--- config.mk ---
export PLATFORM = sky130hd
export DESIGN_NAME = adder_scoreboard_mon_flat
export DESIGN_NICKNAME = d
export VERILOG_FILES = /design/src/rtl/adder_env_pkg.sv /design/src/rtl/adder_scoreboard_mon_if.sv /design/src/rtl/sb_fifo.sv /design/src/rtl/adder_scoreboard_mon.sv /design/src/flat_wrapper.sv
export SDC_FILE = /design/constraint.sdc
export NUM_CORES = 1
export LEC_CHECK = 0
export ABC_AREA = 1
export BUFFER_PORTS_ARGS = -buffer_cell sky130_fd_sc_hd__buf_2
export CAP_MARGIN = 20
export CORE_ASPECT_RATIO = 1.75
export CORE_MARGIN = 2
export CORE_UTILIZATION = 24
export CTS_CLUSTER_SIZE = 24
export DETAILED_ROUTE_END_ITERATION = 8
export PLACE_DENSITY = 0.48
export SKIP_LAST_GASP = 1
export SYNTH_ARGS = -nofsm -noshare
export SYNTH_HDL_FRONTEND = slang
export SYNTH_HIERARCHICAL = 1
export SYNTH_SLANG_ARGS = --single-unit
export TNS_END_PERCENT = 100
--- constraint.sdc ---
create_clock -name clk -period 3.75 [get_ports clk]
set_input_delay 0.1875 -clock clk [delete_from_list [all_inputs] [get_ports clk]]
set_output_delay 0.1875 -clock clk [all_outputs]
set_load 0.02 [all_outputs]
--- src/rtl/adder_env_pkg.sv ---
// ============================================================================
// Module : adder_env_pkg
// Brief  : Shared types and reference arithmetic for the adder check environment.
// Rev    : 1.0
// ============================================================================
`default_nettype none

package adder_env_pkg;

    localparam int c_MAX_W = 32;

    typedef enum logic [0:0] {
        CHECK  = 1'b0,
        HALTED = 1'b1
    } state_t;

    // Operands are zero-extended so the carry lands in bit c_MAX_W; callers cast down.
    function automatic logic [c_MAX_W:0] exp_sum(
        input logic [c_MAX_W-1:0] a,
        input logic [c_MAX_W-1:0] b,
        input logic               cin
    );
        return {1'b0, a} + {1'b0, b} + {{c_MAX_W{1'b0}}, cin};
    endfunction

endpackage

`default_nettype wire

--- src/rtl/adder_scoreboard_mon_if.sv ---
// ============================================================================
// Module : adder_scoreboard_mon_if
// Brief  : Stimulus, DUT-result and status bundle of the adder scoreboard.
// Rev    : 1.0
// ============================================================================
`default_nettype none

interface adder_scoreboard_mon_if #(
    parameter int WIDTH = 4,
    parameter int CNT_W = 16
);
    logic             clear;
    logic             in_valid;
    logic [WIDTH-1:0] a;
    logic [WIDTH-1:0] b;
    logic             cin;
    logic             out_valid;
    logic [WIDTH-1:0] sum;
    logic             cout;
    logic [CNT_W-1:0] pass_cnt;
    logic [CNT_W-1:0] fail_cnt;
    logic             err;
    logic             ovf;
    logic             udf;
    logic [WIDTH:0]   first_exp;
    logic [WIDTH:0]   first_got;
    logic             halted;

    modport master (
        output clear, in_valid, a, b, cin, out_valid, sum, cout,
        input  pass_cnt, fail_cnt, err, ovf, udf, first_exp, first_got, halted
    );

    modport slave (
        input  clear, in_valid, a, b, cin, out_valid, sum, cout,
        output pass_cnt, fail_cnt, err, ovf, udf, first_exp, first_got, halted
    );
endinterface

`default_nettype wire

--- src/rtl/sb_fifo.sv ---
// ============================================================================
// Module : sb_fifo
// Brief  : Expected-result queue; head is visible combinationally on dout.
// Rev    : 1.0
// ============================================================================
`default_nettype none

module sb_fifo #(
    parameter int DW    = 5,
    parameter int DEPTH = 8
) (
    input  wire logic          clk,
    input  wire logic          rst_n,
    input  wire logic          clr,
    input  wire logic          push,
    input  wire logic          pop,
    input  wire logic [DW-1:0] din,
    output logic      [DW-1:0] dout,
    output logic               full,
    output logic               empty
);
    localparam int c_AW = $clog2(DEPTH);

    logic [DW-1:0]   r_mem [DEPTH];
    logic [c_AW-1:0] r_wr_ptr;
    logic [c_AW-1:0] r_rd_ptr;
    logic [c_AW:0]   r_count;

    always_ff @(posedge clk or negedge rst_n) begin
        if (!rst_n) begin
            r_wr_ptr <= '0;
            r_rd_ptr <= '0;
            r_count  <= '0;
        end else if (clr) begin
            r_wr_ptr <= '0;
            r_rd_ptr <= '0;
            r_count  <= '0;
        end else begin
            if (push) r_wr_ptr <= r_wr_ptr + 1'b1;
            if (pop)  r_rd_ptr <= r_rd_ptr + 1'b1;
            case ({push, pop})
                2'b10:   r_count <= r_count + 1'b1;
                2'b01:   r_count <= r_count - 1'b1;
                default: r_count <= r_count;
            endcase
        end
    end

    // Storage needs no reset: occupancy alone decides what is valid.
    always_ff @(posedge clk) begin
        if (push) r_mem[r_wr_ptr] <= din;
    end

    assign dout  = r_mem[r_rd_ptr];
    assign full  = (r_count == (c_AW+1)'(DEPTH));
    assign empty = (r_count == '0);

endmodule

`default_nettype wire

--- src/rtl/adder_scoreboard_mon.sv ---
// ============================================================================
// Module : adder_scoreboard_mon
// Brief  : In-order result checker for the N-bit adder with sticky error flags.
// Rev    : 1.0
// ============================================================================
`default_nettype none

module adder_scoreboard_mon
    import adder_env_pkg::*;
#(
    parameter int WIDTH       = 4,
    parameter int DEPTH       = 8,
    parameter int CNT_W       = 16,
    parameter int STOP_ON_ERR = 0
) (
    input wire logic              clk,
    input wire logic              rst_n,
    adder_scoreboard_mon_if.slave bus
);
    state_t           r_state;
    state_t           w_state_nxt;
    logic [CNT_W-1:0] r_pass_cnt;
    logic [CNT_W-1:0] r_fail_cnt;
    logic             r_err;
    logic             r_ovf;
    logic             r_udf;
    logic [WIDTH:0]   r_first_exp;
    logic [WIDTH:0]   r_first_got;

    logic [WIDTH:0]   w_exp;
    logic [WIDTH:0]   w_head;
    logic [WIDTH:0]   w_got;
    logic             w_full;
    logic             w_empty;
    logic             w_active;
    logic             w_push_req;
    logic             w_pop_req;
    logic             w_push;
    logic             w_pop;
    logic             w_mismatch;
    logic             w_ovf_evt;
    logic             w_udf_evt;
    logic             w_err_evt;

    assign w_exp = (WIDTH+1)'(exp_sum(c_MAX_W'(bus.a), c_MAX_W'(bus.b), bus.cin));
    assign w_got = {bus.cout, bus.sum};

    assign w_active   = (r_state == CHECK);
    assign w_push_req = bus.in_valid  & w_active;
    assign w_pop_req  = bus.out_valid & w_active;
    assign w_pop      = w_pop_req & ~w_empty;
    // A same-cycle pop frees the slot, so a push into a full queue is still legal.
    assign w_push     = w_push_req & (~w_full | w_pop);
    assign w_ovf_evt  = w_push_req & w_full & ~w_pop;
    assign w_udf_evt  = w_pop_req & w_empty;
    assign w_mismatch = w_pop & (w_got != w_head);
    assign w_err_evt  = w_mismatch | w_ovf_evt | w_udf_evt;

    sb_fifo #(
        .DW    (WIDTH + 1),
        .DEPTH (DEPTH)
    ) u_fifo (
        .clk   (clk),
        .rst_n (rst_n),
        .clr   (bus.clear),
        .push  (w_push),
        .pop   (w_pop),
        .din   (w_exp),
        .dout  (w_head),
        .full  (w_full),
        .empty (w_empty)
    );

    always_comb begin
        w_state_nxt = r_state;
        if (r_state == CHECK && STOP_ON_ERR != 0 && w_err_evt) begin
            w_state_nxt = HALTED;
        end
    end

    always_ff @(posedge clk or negedge rst_n) begin
        if (!rst_n) begin
            r_state     <= CHECK;
            r_pass_cnt  <= '0;
            r_fail_cnt  <= '0;
            r_err       <= 1'b0;
            r_ovf       <= 1'b0;
            r_udf       <= 1'b0;
            r_first_exp <= '0;
            r_first_got <= '0;
        end else if (bus.clear) begin
            r_state     <= CHECK;
            r_pass_cnt  <= '0;
            r_fail_cnt  <= '0;
            r_err       <= 1'b0;
            r_ovf       <= 1'b0;
            r_udf       <= 1'b0;
            r_first_exp <= '0;
            r_first_got <= '0;
        end else begin
            r_state <= w_state_nxt;
            if (w_pop && !w_mismatch && r_pass_cnt != '1) r_pass_cnt <= r_pass_cnt + 1'b1;
            if (w_mismatch && r_fail_cnt != '1)          r_fail_cnt <= r_fail_cnt + 1'b1;
            // fail_cnt saturates rather than wraps, so zero means no mismatch yet.
            if (w_mismatch && r_fail_cnt == '0) begin
                r_first_exp <= w_head;
                r_first_got <= w_got;
            end
            if (w_err_evt) r_err <= 1'b1;
            if (w_ovf_evt) r_ovf <= 1'b1;
            if (w_udf_evt) r_udf <= 1'b1;
        end
    end

    assign bus.pass_cnt  = r_pass_cnt;
    assign bus.fail_cnt  = r_fail_cnt;
    assign bus.err       = r_err;
    assign bus.ovf       = r_ovf;
    assign bus.udf       = r_udf;
    assign bus.first_exp = r_first_exp;
    assign bus.first_got = r_first_got;
    assign bus.halted    = (r_state == HALTED);

endmodule

`default_nettype wire

--- src/flat_wrapper.sv ---
// flat-port wrapper written by rule: the top's interface ports become plain ports
module adder_scoreboard_mon_flat import adder_env_pkg::*;
#(
    parameter int WIDTH       = 4,
    parameter int DEPTH       = 8,
    parameter int CNT_W       = 16,
    parameter int STOP_ON_ERR = 0
)
  (clk, rst_n, bus_clear, bus_in_valid, bus_a, bus_b, bus_cin, bus_out_valid, bus_sum, bus_cout, bus_pass_cnt, bus_fail_cnt, bus_err, bus_ovf, bus_udf, bus_first_exp, bus_first_got, bus_halted);
  adder_scoreboard_mon_if #(.WIDTH(WIDTH), .CNT_W(CNT_W)) bus_i ();
  input wire logic clk;
  input wire logic rst_n;
  input wire logic [$bits(bus_i.clear)-1:0] bus_clear;
  input wire logic [$bits(bus_i.in_valid)-1:0] bus_in_valid;
  input wire logic [$bits(bus_i.a)-1:0] bus_a;
  input wire logic [$bits(bus_i.b)-1:0] bus_b;
  input wire logic [$bits(bus_i.cin)-1:0] bus_cin;
  input wire logic [$bits(bus_i.out_valid)-1:0] bus_out_valid;
  input wire logic [$bits(bus_i.sum)-1:0] bus_sum;
  input wire logic [$bits(bus_i.cout)-1:0] bus_cout;
  output wire logic [$bits(bus_i.pass_cnt)-1:0] bus_pass_cnt;
  output wire logic [$bits(bus_i.fail_cnt)-1:0] bus_fail_cnt;
  output wire logic [$bits(bus_i.err)-1:0] bus_err;
  output wire logic [$bits(bus_i.ovf)-1:0] bus_ovf;
  output wire logic [$bits(bus_i.udf)-1:0] bus_udf;
  output wire logic [$bits(bus_i.first_exp)-1:0] bus_first_exp;
  output wire logic [$bits(bus_i.first_got)-1:0] bus_first_got;
  output wire logic [$bits(bus_i.halted)-1:0] bus_halted;
  assign bus_i.clear = bus_clear;
  assign bus_i.in_valid = bus_in_valid;
  assign bus_i.a = bus_a;
  assign bus_i.b = bus_b;
  assign bus_i.cin = bus_cin;
  assign bus_i.out_valid = bus_out_valid;
  assign bus_i.sum = bus_sum;
  assign bus_i.cout = bus_cout;
  assign bus_pass_cnt = bus_i.pass_cnt;
  assign bus_fail_cnt = bus_i.fail_cnt;
  assign bus_err = bus_i.err;
  assign bus_ovf = bus_i.ovf;
  assign bus_udf = bus_i.udf;
  assign bus_first_exp = bus_i.first_exp;
  assign bus_first_got = bus_i.first_got;
  assign bus_halted = bus_i.halted;
  adder_scoreboard_mon #(.WIDTH(WIDTH), .DEPTH(DEPTH), .CNT_W(CNT_W), .STOP_ON_ERR(STOP_ON_ERR)) u_core (.clk(clk), .rst_n(rst_n), .bus(bus_i));
endmodule
==> results.py, run 1 <==
metrics = {
    "detailed_routing": {
        "routed_wl_mm": 14.22,
        "drtAntennaViolNets": 0,
        "drc": 0,
        "wl_per_cell_um": 13.73,
        "drt-vias-per-instance": 4.300,
        "drtIter0Drc": 283,
        "drt-pass1-iter-count": 5,
        "num_vias": 4455,
    },
    "grt": {
        "grt_max_degree": 47,
        "grt.overflow.total": 0,
        "antenna_found_initial": 0,
        "track_usage": 0.1256,
        "grt_pass1_vias": 4334,
        "grt_pass1_wl_mm": 22.83,
    },
    "critical_path": {
        "r2r_start": "u_core/u_fifo/r_rd_ptr[0]",
        "reg2reg_depth": 15,
        "cp-endpoint": "u_core/bus.first_got[4]",
        "rr_endpoint": "u_core/bus.first_got[4]",
        "startpoint_type": "flop",
        "arrival_ns": 3.43,
        "ff2ff_setup_slack_ns": 0.56,
        "end_kind": "flop",
        "worstSetupPathType": "flop to flop",
        "critPathLaunch": "u_core/u_fifo/r_rd_ptr[0]",
        "crit_path_max_fanout": 22,
        "required_ns": 3.99,
    },
    "floorplanning": {
        "num_io_pins": 65,
        "fp.dieW_um": 116.9,
        "rows": 72,
        "initial_core_util": 0.2433,
        "die_h_um": 201.5,
        "die_area_sq_mm": 0.02354,
        "fp.coreArea_sq_mm": 0.02198,
    },
    "place": {
        "pre_cts_ws_ns": 0.4911,
        "dpl_cell_area_sq_mm": 0.005953,
        "dp_hpwl_mm": 10.47,
        "dp.cells": 1019,
        "port_buffers": 63,
        "routabilityCongestion": 0.8277,
    },
    "layout": {
        "drive_gt1_frac": 0.1392,
        "layout_common_cells": "nand2_1 (199), nor2_1 (120), nand3_1 (66), buf_2 (63), dfrtp_1 (55)",
        "n_antenna_cell": 0,
        "nets": 766,
        "fin_cells": 1036,
        "area_delta_synth_final_pct": 17.33,
        "post-route-cell-area_sq_mm": 0.006276,
        "num-fill-cells": 2442,
        "layout_commonest_cell": "nand2_1",
    },
    "clock_network": {
        "cts_tree": "done",
        "max-clock-path-buffers": 2,
        "clockRootBuffer": "clkbuf_16",
        "clk_pin_slew_ns": 0.07,
        "clock_latency_ns": 0.36,
        "cts_sinks": 95,
        "numCtsBuffers": 9,
        "h-tree-depth": 3,
        "cts_resized": 0,
        "post_cts_buffers": 0,
    },
    "synthesis": {
        "synthSimpleGateAreaFrac": 0.3422,
        "synth_edf_count": 40,
        "synth_nets": 709,
        "syn_inst": 678,
        "synth-adder-area-share": 0.03088,
        "synth_compound_area_frac": 0.04585,
        "syn_avg_cell_area_sq_um": 7.889,
        "synth_xor_area_frac": 0.03602,
        "netlist_area_sq_mm": 0.005349,
        "synth-seq-cells": 95,
        "ys.flop_type": "dfrtp_1",
        "synth_top_family_by_area": "simple AND/OR/NAND/NOR gates",
        "ys_types": 36,
        "async_flop_share": 0.5789,
        "ys_warn_count": 6,
        "synth_seq_area_share": 0.4819,
        "synth_mux_area_frac": 0,
    },
    "run": {
        "maxCapViolCount": 0,
    },
    "power_and_ir_drop": {
        "p_per_area_mw_per_mm2": 522.4,
        "vdd_drop_max_mv": 0.2190,
        "p_leak_uw": 0.002949,
    },
    "timing": {
        "fin_crit_sh": 0.8496,
        "hold_viol_final": 0,
        "holdWs_ns": 0.1441,
        "fin_tns_setup_ns": 0,
        "maxSlewViolCount": 0,
        "clock_skew_ns": 0.01053,
        "tightest_slew_ns": 0.9103,
        "period_needed_ns": 3.186,
        "fmax_mhz": 313.9,
        "rsz0062_at_grt": "no",
        "setup_viol": 0,
        "slew_headroom": 0.3867,
        "fin_ws_ns": 0.5638,
    },
    "hold_path": {
        "worstHoldStart": "bus_out_valid",
        "hp-class": "input port to flop",
    },
    "outcome": {
        "status": "completed",
    },
}
## layer usage
metal,track usage,share of wire,up-vias
met4,0.05756,0.030,0
met5,0,0,-
met2,0.2294,0.55,79
li1,-,-,2292
met3,0.01837,0.028,24
met1,0.1394,0.39,2060
## cell usage after synthesis, drive strengths merged (4+ instances only)
cell type  count  area share
a21oi          8      0.0075
buf           15       0.019
clkbuf         8      0.0056
dfrtp         55        0.26
edfxtp        40        0.22
ha            10       0.023
inv           54       0.038
nand2        202        0.15
nand3         69       0.069
nand4         11       0.016
nor2         127       0.094
nor3           4      0.0058
nor3b          4      0.0056
o21ai         38       0.036
xnor2          6      0.0098
xor2          16       0.026
## final cells by class
cell class | count | area (sq um) | area share
Inverter | 54 | 202.7 | 0.03230
Timing Repair Buffer | 69 | 375.4 | 0.05981
Tap cell | 296 | 370.4 | 0.05901
Sequential cell | 95 | 2577 | 0.4107
Clock inverter | 7 | 87.58 | 0.01396
Multi-Input combinational cell | 506 | 2437 | 0.3884
Clock buffer | 9 | 225.2 | 0.03589
## report_power, final
group	leakage, uW	internal, uW	switching, uW
registers	0.00111	1220	109
logic	0.00168	307	662
clock network	0.000155	537	448
## critical path, stage by stage, from the launching register on
cell	delay, ns
dfrtp_1	0.36
buf_4	0.20
inv_1	0.50
o21ai_0	0.23
o21ai_1	0.11
nand2_1	0.06
nand2_1	0.12
inv_1	0.07
nand2_1	0.06
nand2_1	0.05
nor2_1	0.12
nand3_1	0.21
nand3_1	0.42
nand2_1	0.35
nand2_1	0.13
nand2_1	0.06
## registers in the layout (all words and copies together) (netlist names)
name,cells
u_core/bus.fail_cnt,16
u_core/u_fifo/r_rd_ptr,3
u_core/u_fifo/r_count,4
u_core/bus.udf,1
u_core/u_fifo/r_mem,40
u_core/bus.first_exp,5
u_core/bus.ovf,1
u_core/u_fifo/r_wr_ptr,3
u_core/bus.err,1
u_core/bus.pass_cnt,16
u_core/bus.first_got,5
## kinds of logic after synthesis
family,after synthesis
AND/OR/NAND/NOR,423
adder cells (fa/ha/maj),12
buffers and inverters,77
other,1
AO/OA/AOI/OAI,48
flip-flops,95
XOR/XNOR,22
## how the worst min path moves through the flow
stage                endpoint  cells past startpoint
3_3_place_gp   u_core/bus.ovf                      1
2_1_floorplan  u_core/bus.err                      0
4_1_cts        u_core/bus.udf                      3
6_report       u_core/bus.udf                      3
5_1_grt        u_core/bus.udf                      3
3_5_place_dp   u_core/bus.ovf                      1
## repair_timing
action                                  in CTS  in global routing
hold buffers                                 1                  0
endpoints found under the setup margin       0                  0
endpoints found under the hold margin        9                  0
## through the flow
stage / total power [uW] / util
3_3_place_gp: 2333 / 0.2708
2_1_floorplan: 2042 / -
3_5_place_dp: 2334 / 0.2708
4_1_cts: 3339 / 0.2855
5_1_grt: 3501 / 0.2855
6_report: 3279 / 0.2855
(Power assumes the default switching activity.)
==> inputs of run 2 (changes only) <==
--- a/config.mk
+++ b/config.mk
@@ -13,7 +13,7 @@
 export CORE_UTILIZATION = 24
 export CTS_CLUSTER_SIZE = 24
 export DETAILED_ROUTE_END_ITERATION = 8
-export PLACE_DENSITY = 0.48
+export PLACE_DENSITY = 0.49
 export SKIP_LAST_GASP = 1
 export SYNTH_ARGS = -nofsm -noshare
 export SYNTH_HDL_FRONTEND = slang
==> constraint.sdc (replaced) <==
create_clock -name clk -period 2.7 [get_ports clk]
set_input_delay 0.135 -clock clk [delete_from_list [all_inputs] [get_ports clk]]
set_output_delay 0.135 -clock clk [all_outputs]
set_load 0.02 [all_outputs]
==> results.py, run 2 (synthesis results as in run 1) <==
metrics = {
    "detailed_routing": {
        "drc": 0,
        "drtIter0Drc": 265,
        "drt-vias-per-instance": 4.292,
        "routed_wl_mm": 14.08,
        "drtAntennaViolNets": 0,
        "wl_per_cell_um": 13.45,
        "drt-pass1-iter-count": 4,
        "num_vias": 4494,
    },
    "timing": {
        "slew_headroom": 0.4338,
        "fin_crit_sh": 0.8747,
        "fin_tns_setup_ns": 0,
        "maxSlewViolCount": 0,
        "hold_viol_final": 0,
        "period_needed_ns": 2.362,
        "fmax_mhz": 423.4,
        "tightest_slew_ns": 0.8493,
        "rsz0062_at_grt": "no",
        "setup_viol": 0,
        "clock_skew_ns": 0.007985,
    },
    "critical_path": {
        "crit_path_max_fanout": 5,
        "slowest_delay_ns": 0.42,
        "reg2reg_depth": 14,
        "r2r_start": "u_core/u_fifo/r_count[0]",
        "crit_chain": "or2_2 -> nor3_1 -> nor2_2 -> inv_1 -> a21boi_0 -> buf_4 -> nor2_4 -> ha_1 -> nand2_1 -> inv_1 -> nand3_1 -> nand3_1 -> nand3_1 -> nand2_1",
        "worst_path_most_repeated_cell": "nand3_1",
        "startpoint_type": "flop",
        "required_ns": 2.95,
        "arrival_ns": 2.61,
        "worstSetupPathType": "flop to flop",
        "ff2ff_setup_slack_ns": 0.34,
        "rr_endpoint": "u_core/u_fifo/r_count[3]",
        "critPathLaunch": "u_core/u_fifo/r_count[0]",
        "crit_path_top_delay_cell": "dfrtp_1",
        "end_kind": "flop",
    },
    "layout": {
        "layout_commonest_cell": "nand2_1",
        "regMostFlops": "u_core/u_fifo/r_mem",
        "final_core_util": 0.2885,
        "drive_gt1_frac": 0.1518,
        "fin_cells": 1047,
        "layout_common_cells": "nand2_1 (199), nor2_1 (120), nand3_1 (66), buf_2 (63), dfrtp_1 (55)",
        "post-route-cell-area_sq_mm": 0.006341,
        "n_antenna_cell": 0,
        "area_delta_synth_final_pct": 18.55,
        "largest_register_ffs": 40,
        "nets": 777,
    },
    "place": {
        "port_buffers": 63,
        "routabilityCongestion": 0.8254,
        "dp_hpwl_mm": 10.63,
        "dp.cells": 1030,
        "dpl_cell_area_sq_mm": 0.006036,
    },
    "hold_path": {
        "hp-class": "input port to flop",
        "worstHoldStart": "bus_out_valid",
        "whs_endpoint": "u_core/bus.udf",
        "holdPathStages": 3,
    },
    "clock_network": {
        "cts_sinks": 95,
        "clockRootBuffer": "clkbuf_16",
        "post_cts_buffers": 0,
        "numCtsBuffers": 9,
        "max-clock-path-buffers": 2,
        "cts_tree": "done",
        "clock_latency_ns": 0.36,
        "clk_pin_slew_ns": 0.07,
        "h-tree-depth": 3,
        "cts_resized": 0,
    },
    "floorplanning": {
        "fp.coreArea_sq_mm": 0.02198,
        "initial_core_util": 0.2433,
        "num_io_pins": 65,
        "die_area_sq_mm": 0.02354,
        "rows": 72,
        "die_h_um": 201.5,
        "fp.dieW_um": 116.9,
    },
    "power_and_ir_drop": {
        "clock_power_share": 0.284,
        "comb_power_share": 0.315,
        "p_leak_uw": 0.002991,
        "p_seq_frac": 0.401,
        "p_switching_uw": 1711,
        "vdd_drop_max_mv": 0.3268,
        "p_per_area_mw_per_mm2": 715.2,
        "power_uw": 4535,
        "internal_power_uw": 2824,
        "switching_share": 0.3774,
    },
    "run": {
        "maxCapViolCount": 0,
    },
    "grt": {
        "grt_pass1_vias": 4410,
        "grt_max_degree": 47,
        "grt_pass1_wl_mm": 22.36,
        "grt.overflow.total": 0,
        "track_usage": 0.1232,
        "antenna_found_initial": 0,
    },
    "outcome": {
        "status": "completed",
    },
}
## run 2: cell count changes in the layout (fill, tap and decap cells not counted), sizes merged
| cell | before | now |
|---|---|---|
| clkinv | 0 | 1 |
| clkinvlp | 0 | 1 |
| inv | 60 | 59 |
| buf | 68 | 79 |
| bufinv | 1 | 0 |
## run 2: layout make-up
type	instances	area, sq um
clock buffer	9	225.2
clock inverter	7	70.07
fill	2413	15640
inverter	54	202.7
multi-input combinational	506	2437
sequential	95	2577
tap	296	370.4
timing repair buffer	80	457.9
## run 2: worst max-delay path by stage
| stage | cells past startpoint | endpoint |
|---|---|---|
| after floorplan | 8 | u_core/u_fifo/r_mem[0][0] |
| after detailed placement | 14 | u_core/u_fifo/r_count[3] |
| after global placement | 14 | u_core/u_fifo/r_count[3] |
| final | 14 | u_core/u_fifo/r_count[3] |
| after CTS | 14 | u_core/u_fifo/r_count[3] |
| after global routing | 15 | u_core/u_fifo/r_count[2] |
## run 2: repair_timing
| item | CTS | global route |
|---|---|---|
| endpoints found under the setup margin | 0 | 0 |
| hold buffers | 1 | 0 |
| hold endpoints to repair | 33 | 0 |
## run 2: layer usage
| layer | global-route usage | part of all wire | vias to the layer above |
|---|---|---|---|
| met1 | 0.1253 | 0.39 | 2086 |
| met5 | 0 | 0 | - |
| met3 | 0.01566 | 0.024 | 22 |
| met2 | 0.2395 | 0.56 | 71 |
| met4 | 0.05504 | 0.026 | 0 |
| li1 | - | - | 2315 |
## run 2: critical path: cells and delay by family (launching register included)
kind	cells	cell delay, ns
AO/OA/AOI/OAI	1	0.08
adder cells (fa/ha/maj)	1	0.29
buffers and inverters	3	0.29
flip-flops	1	0.42
AND/OR/NAND/NOR	9	1.18
## run 2: per-stage QoR
stage	setup WS (ns)	hold WS [ns]
after detailed placement	0.3161	0.3028
final	0.3383	0.09012
after global placement	0.3388	0.3163
after global routing	0.05172	0.1157
after floorplan	0.07734	-0.1606
after CTS	0.3216	0.08716
## run 2: power groups by stage
stage	combinational (uW)	sequential [uW]	clock [uW]
6_report	1430	1820	1290
2_1_floorplan	923	1910	0
3_3_place_gp	1440	1850	0
5_1_grt	1620	1840	1370
4_1_cts	1460	1820	1320
3_5_place_dp	1460	1850	0
==> inputs of run 3 (changes only) <==
--- a/config.mk
+++ b/config.mk
@@ -5,7 +5,6 @@
 export SDC_FILE = /design/constraint.sdc
 export NUM_CORES = 1
 export LEC_CHECK = 0
-export ABC_AREA = 1
 export BUFFER_PORTS_ARGS = -buffer_cell sky130_fd_sc_hd__buf_2
 export CAP_MARGIN = 20
 export CORE_ASPECT_RATIO = 1.75
==> results.py, run 3 <==
metrics = {
    "power_and_ir_drop": {
        "p_leak_uw": 0.002536,
        "p_per_area_mw_per_mm2": 785.6,
        "power_uw": 5023,
        "vdd_drop_max_mv": 0.3619,
    },
    "hold_path": {
        "hp-class": "input port to flop",
        "worstHoldStart": "bus_in_valid",
        "whs_endpoint": "u_core/bus.ovf",
        "holdPathStages": 3,
    },
    "floorplanning": {
        "die_area_sq_mm": 0.02147,
        "rows": 68,
        "die_h_um": 192.3,
        "fp.dieW_um": 111.6,
        "initial_core_util": 0.2454,
        "fp.coreArea_sq_mm": 0.01982,
        "num_io_pins": 65,
    },
    "layout": {
        "layout_common_cells": "buf_2 (63), dfrtp_1 (54), edfxtp_1 (40), nor2_1 (39), a21oi_1 (25)",
        "regMostFlops": "u_core/u_fifo/r_mem",
        "drive_gt1_frac": 0.3519,
        "final_core_util": 0.3225,
        "layout_commonest_cell": "buf_2",
        "largest_register_ffs": 40,
        "nets": 529,
        "area_delta_synth_final_pct": 31.43,
        "n_antenna_cell": 0,
    },
    "timing": {
        "fmax_mhz": 346.8,
        "setup_viol": 36,
        "clock_skew_ns": 0.009380,
        "hold_viol_final": 0,
        "fin_crit_sh": 1.068,
        "fin_ws_ns": -0.1832,
        "holdWs_ns": 0.07278,
        "maxSlewViolCount": 0,
        "fin_tns_setup_ns": -2.999,
        "period_needed_ns": 2.883,
        "tightest_slew_ns": 0.7339,
        "slew_headroom": 0.5108,
        "rsz0062_at_grt": "yes",
    },
    "critical_path": {
        "startpoint_type": "flop",
        "crit_chain": "buf_12 -> mux4_2 -> mux2_4 -> xor2_2 -> nor3_4 -> nand3_4 -> buf_12 -> buf_8 -> nor3_4 -> mux2_4",
        "reg2reg_depth": 10,
        "critPathBufInv": 3,
        "required_ns": 2.93,
        "crit_path_max_fanout": 8,
        "cp_num_cells": 10,
        "cp_top_family": "multiplexers",
        "end_kind": "flop",
        "slowest_delay_ns": 0.49,
        "worstSetupPathType": "flop to flop",
        "rr_endpoint": "u_core/bus.pass_cnt[7]",
        "crit_path_top_delay_cell": "mux4_2",
        "arrival_ns": 3.12,
        "r2r_start": "u_core/u_fifo/r_rd_ptr[0]",
        "ff2ff_setup_slack_ns": -0.18,
    },
    "detailed_routing": {
        "wl_per_cell_um": 16.15,
        "drtIter0Drc": 224,
        "drt-vias-per-instance": 4.833,
        "num_vias": 3615,
        "routed_wl_mm": 12.08,
        "drt-pass1-iter-count": 4,
        "drtAntennaViolNets": 0,
        "drc": 0,
    },
    "synthesis": {
        "synth.top_cell.area_share": 0.2829,
        "netlist_area_sq_mm": 0.004865,
        "synth-seq-cells": 95,
        "syn_inst": 410,
        "synth_nets": 441,
        "synth_common_cells": "dfrtp_1 (55), edfxtp_1 (40), nor2_1 (40), a21oi_1 (27), nand2_1 (18)",
        "ys.flop_type": "dfrtp_1",
        "ys_types": 60,
        "synth_seq_area_share": 0.5298,
        "ys_warn_count": 6,
        "syn_avg_cell_area_sq_um": 11.87,
        "async_flop_share": 0.5789,
        "synth_top_cell_by_area": "dfrtp_1",
        "yosysMostFrequentCell": "dfrtp_1",
        "yosys-top-cells-area": "dfrtp_1 (28%), edfxtp_1 (25%), mux4_1 (5.4%)",
        "synth_edf_count": 40,
    },
    "clock_network": {
        "numCtsBuffers": 9,
        "max-clock-path-buffers": 2,
        "clockRootBuffer": "clkbuf_16",
        "cts_tree": "done",
        "h-tree-depth": 3,
        "clk_pin_slew_ns": 0.07,
        "clock_latency_ns": 0.35,
        "cts_sinks": 95,
    },
    "run": {
        "maxCapViolCount": 0,
    },
    "place": {
        "routabilityCongestion": 0.7441,
        "dp_hpwl_mm": 8.272,
        "pre_cts_ws_ns": -0.2565,
        "port_buffers": 63,
    },
    "grt": {
        "track_usage": 0.1157,
        "grt.overflow.total": 0,
        "antenna_found_initial": 0,
        "grt_pass1_vias": 3666,
        "grt_pass1_wl_mm": 19.67,
        "grt_max_degree": 46,
    },
    "outcome": {
        "violations": "setup timing",
        "status": "finished with violations",
    },
}
[run 3: cell types whose count changed after synthesis, sizes merged, moves of 10 or more]
cell   change
nor2      -86
mux2i     +13
o21ai     -28
a21oi     +19
nand3     -56
o31ai     +15
nand2    -184
inv       -41
nor2b     +10
mux4      +10
or4       +16
mux2      +12
[run 3: cells by family after synthesis]
kind of cell,synth area share
DFF,0.5298
adders and majority gates,0.03395
AOI/OAI and AO/OA,0.09928
and+or+nand+nor,0.1726
xor gates and xnor gates,0.02160
muxes,0.1085
other,0.0007709
buffers and inverters,0.03343
[run 3: what timing repair did]
| action | 4_1_cts | 5_1_grt |
|---|---|---|
| buffers inserted | 2 | 1 |
| endpoints found under the setup margin | 41 | 44 |
| endpoints found under the hold margin | 0 | 10 |
| resized for setup | 53 | 16 |
| gates cloned | 4 | 0 |
| pin swaps | 39 | 4 |
| hold buffers | 0 | 1 |
[run 3: per-layer routing]
layer / wire, um / share of wire / global-route usage
met3: 509 / 0.042 / 0.02450
met5: 0 / 0 / 0
met4: 362 / 0.030 / 0.05935
met1: 4651 / 0.39 / 0.1248
met2: 6556 / 0.54 / 0.2119
[run 3: final cells by class]
| type | instances | area, sq um |
|---|---|---|
| well taps | 245 | 306.5 |
| fillers | 2011 | 13430 |
| multi-input cells | 281 | 2419 |
| clock inverters | 7 | 77.57 |
| repair buffers | 98 | 738.2 |
| clock buffers | 9 | 225.2 |
| flip-flops and latches | 95 | 2579 |
| inverters | 13 | 48.80 |
[run 3: worst max path at each step]
stage	startpoint	end	slack, ns
floorplan	u_core/u_fifo/r_rd_ptr[0]	u_core/bus.pass_cnt[9]	0.005
global placement	u_core/u_fifo/r_rd_ptr[0]	u_core/bus.pass_cnt[9]	-0.19
detailed placement	u_core/u_fifo/r_rd_ptr[0]	u_core/bus.pass_cnt[9]	-0.26
CTS	u_core/u_fifo/r_rd_ptr[0]	u_core/bus.pass_cnt[7]	-0.21
global route	u_core/u_fifo/r_rd_ptr[0]	u_core/bus.pass_cnt[0]	-0.27
finish	u_core/u_fifo/r_rd_ptr[0]	u_core/bus.pass_cnt[7]	-0.18
[run 3: worst min-delay path: stages]
cell and delay (ns):
buf_2 0.10, a31oi_1 0.07, nor2_1 0.07
[run 3: per-stage QoR]
step / cell area (sq um) / instances
final: 6394 / 748
after floorplan: 4897 / 410
after global routing: 6394 / 748
after detailed placement: 5644 / 724
after global placement: 5644 / 724
after CTS: 6277 / 745
[run 3: power by group]
part	leakage (uW)	total (uW)	switching, uW	internal (uW)
registers	0.00112	1820	148	1680
clock network	0.000150	1290	633	659
logic	0.00127	1910	911	994
total	0.00254	5020	1690	3330
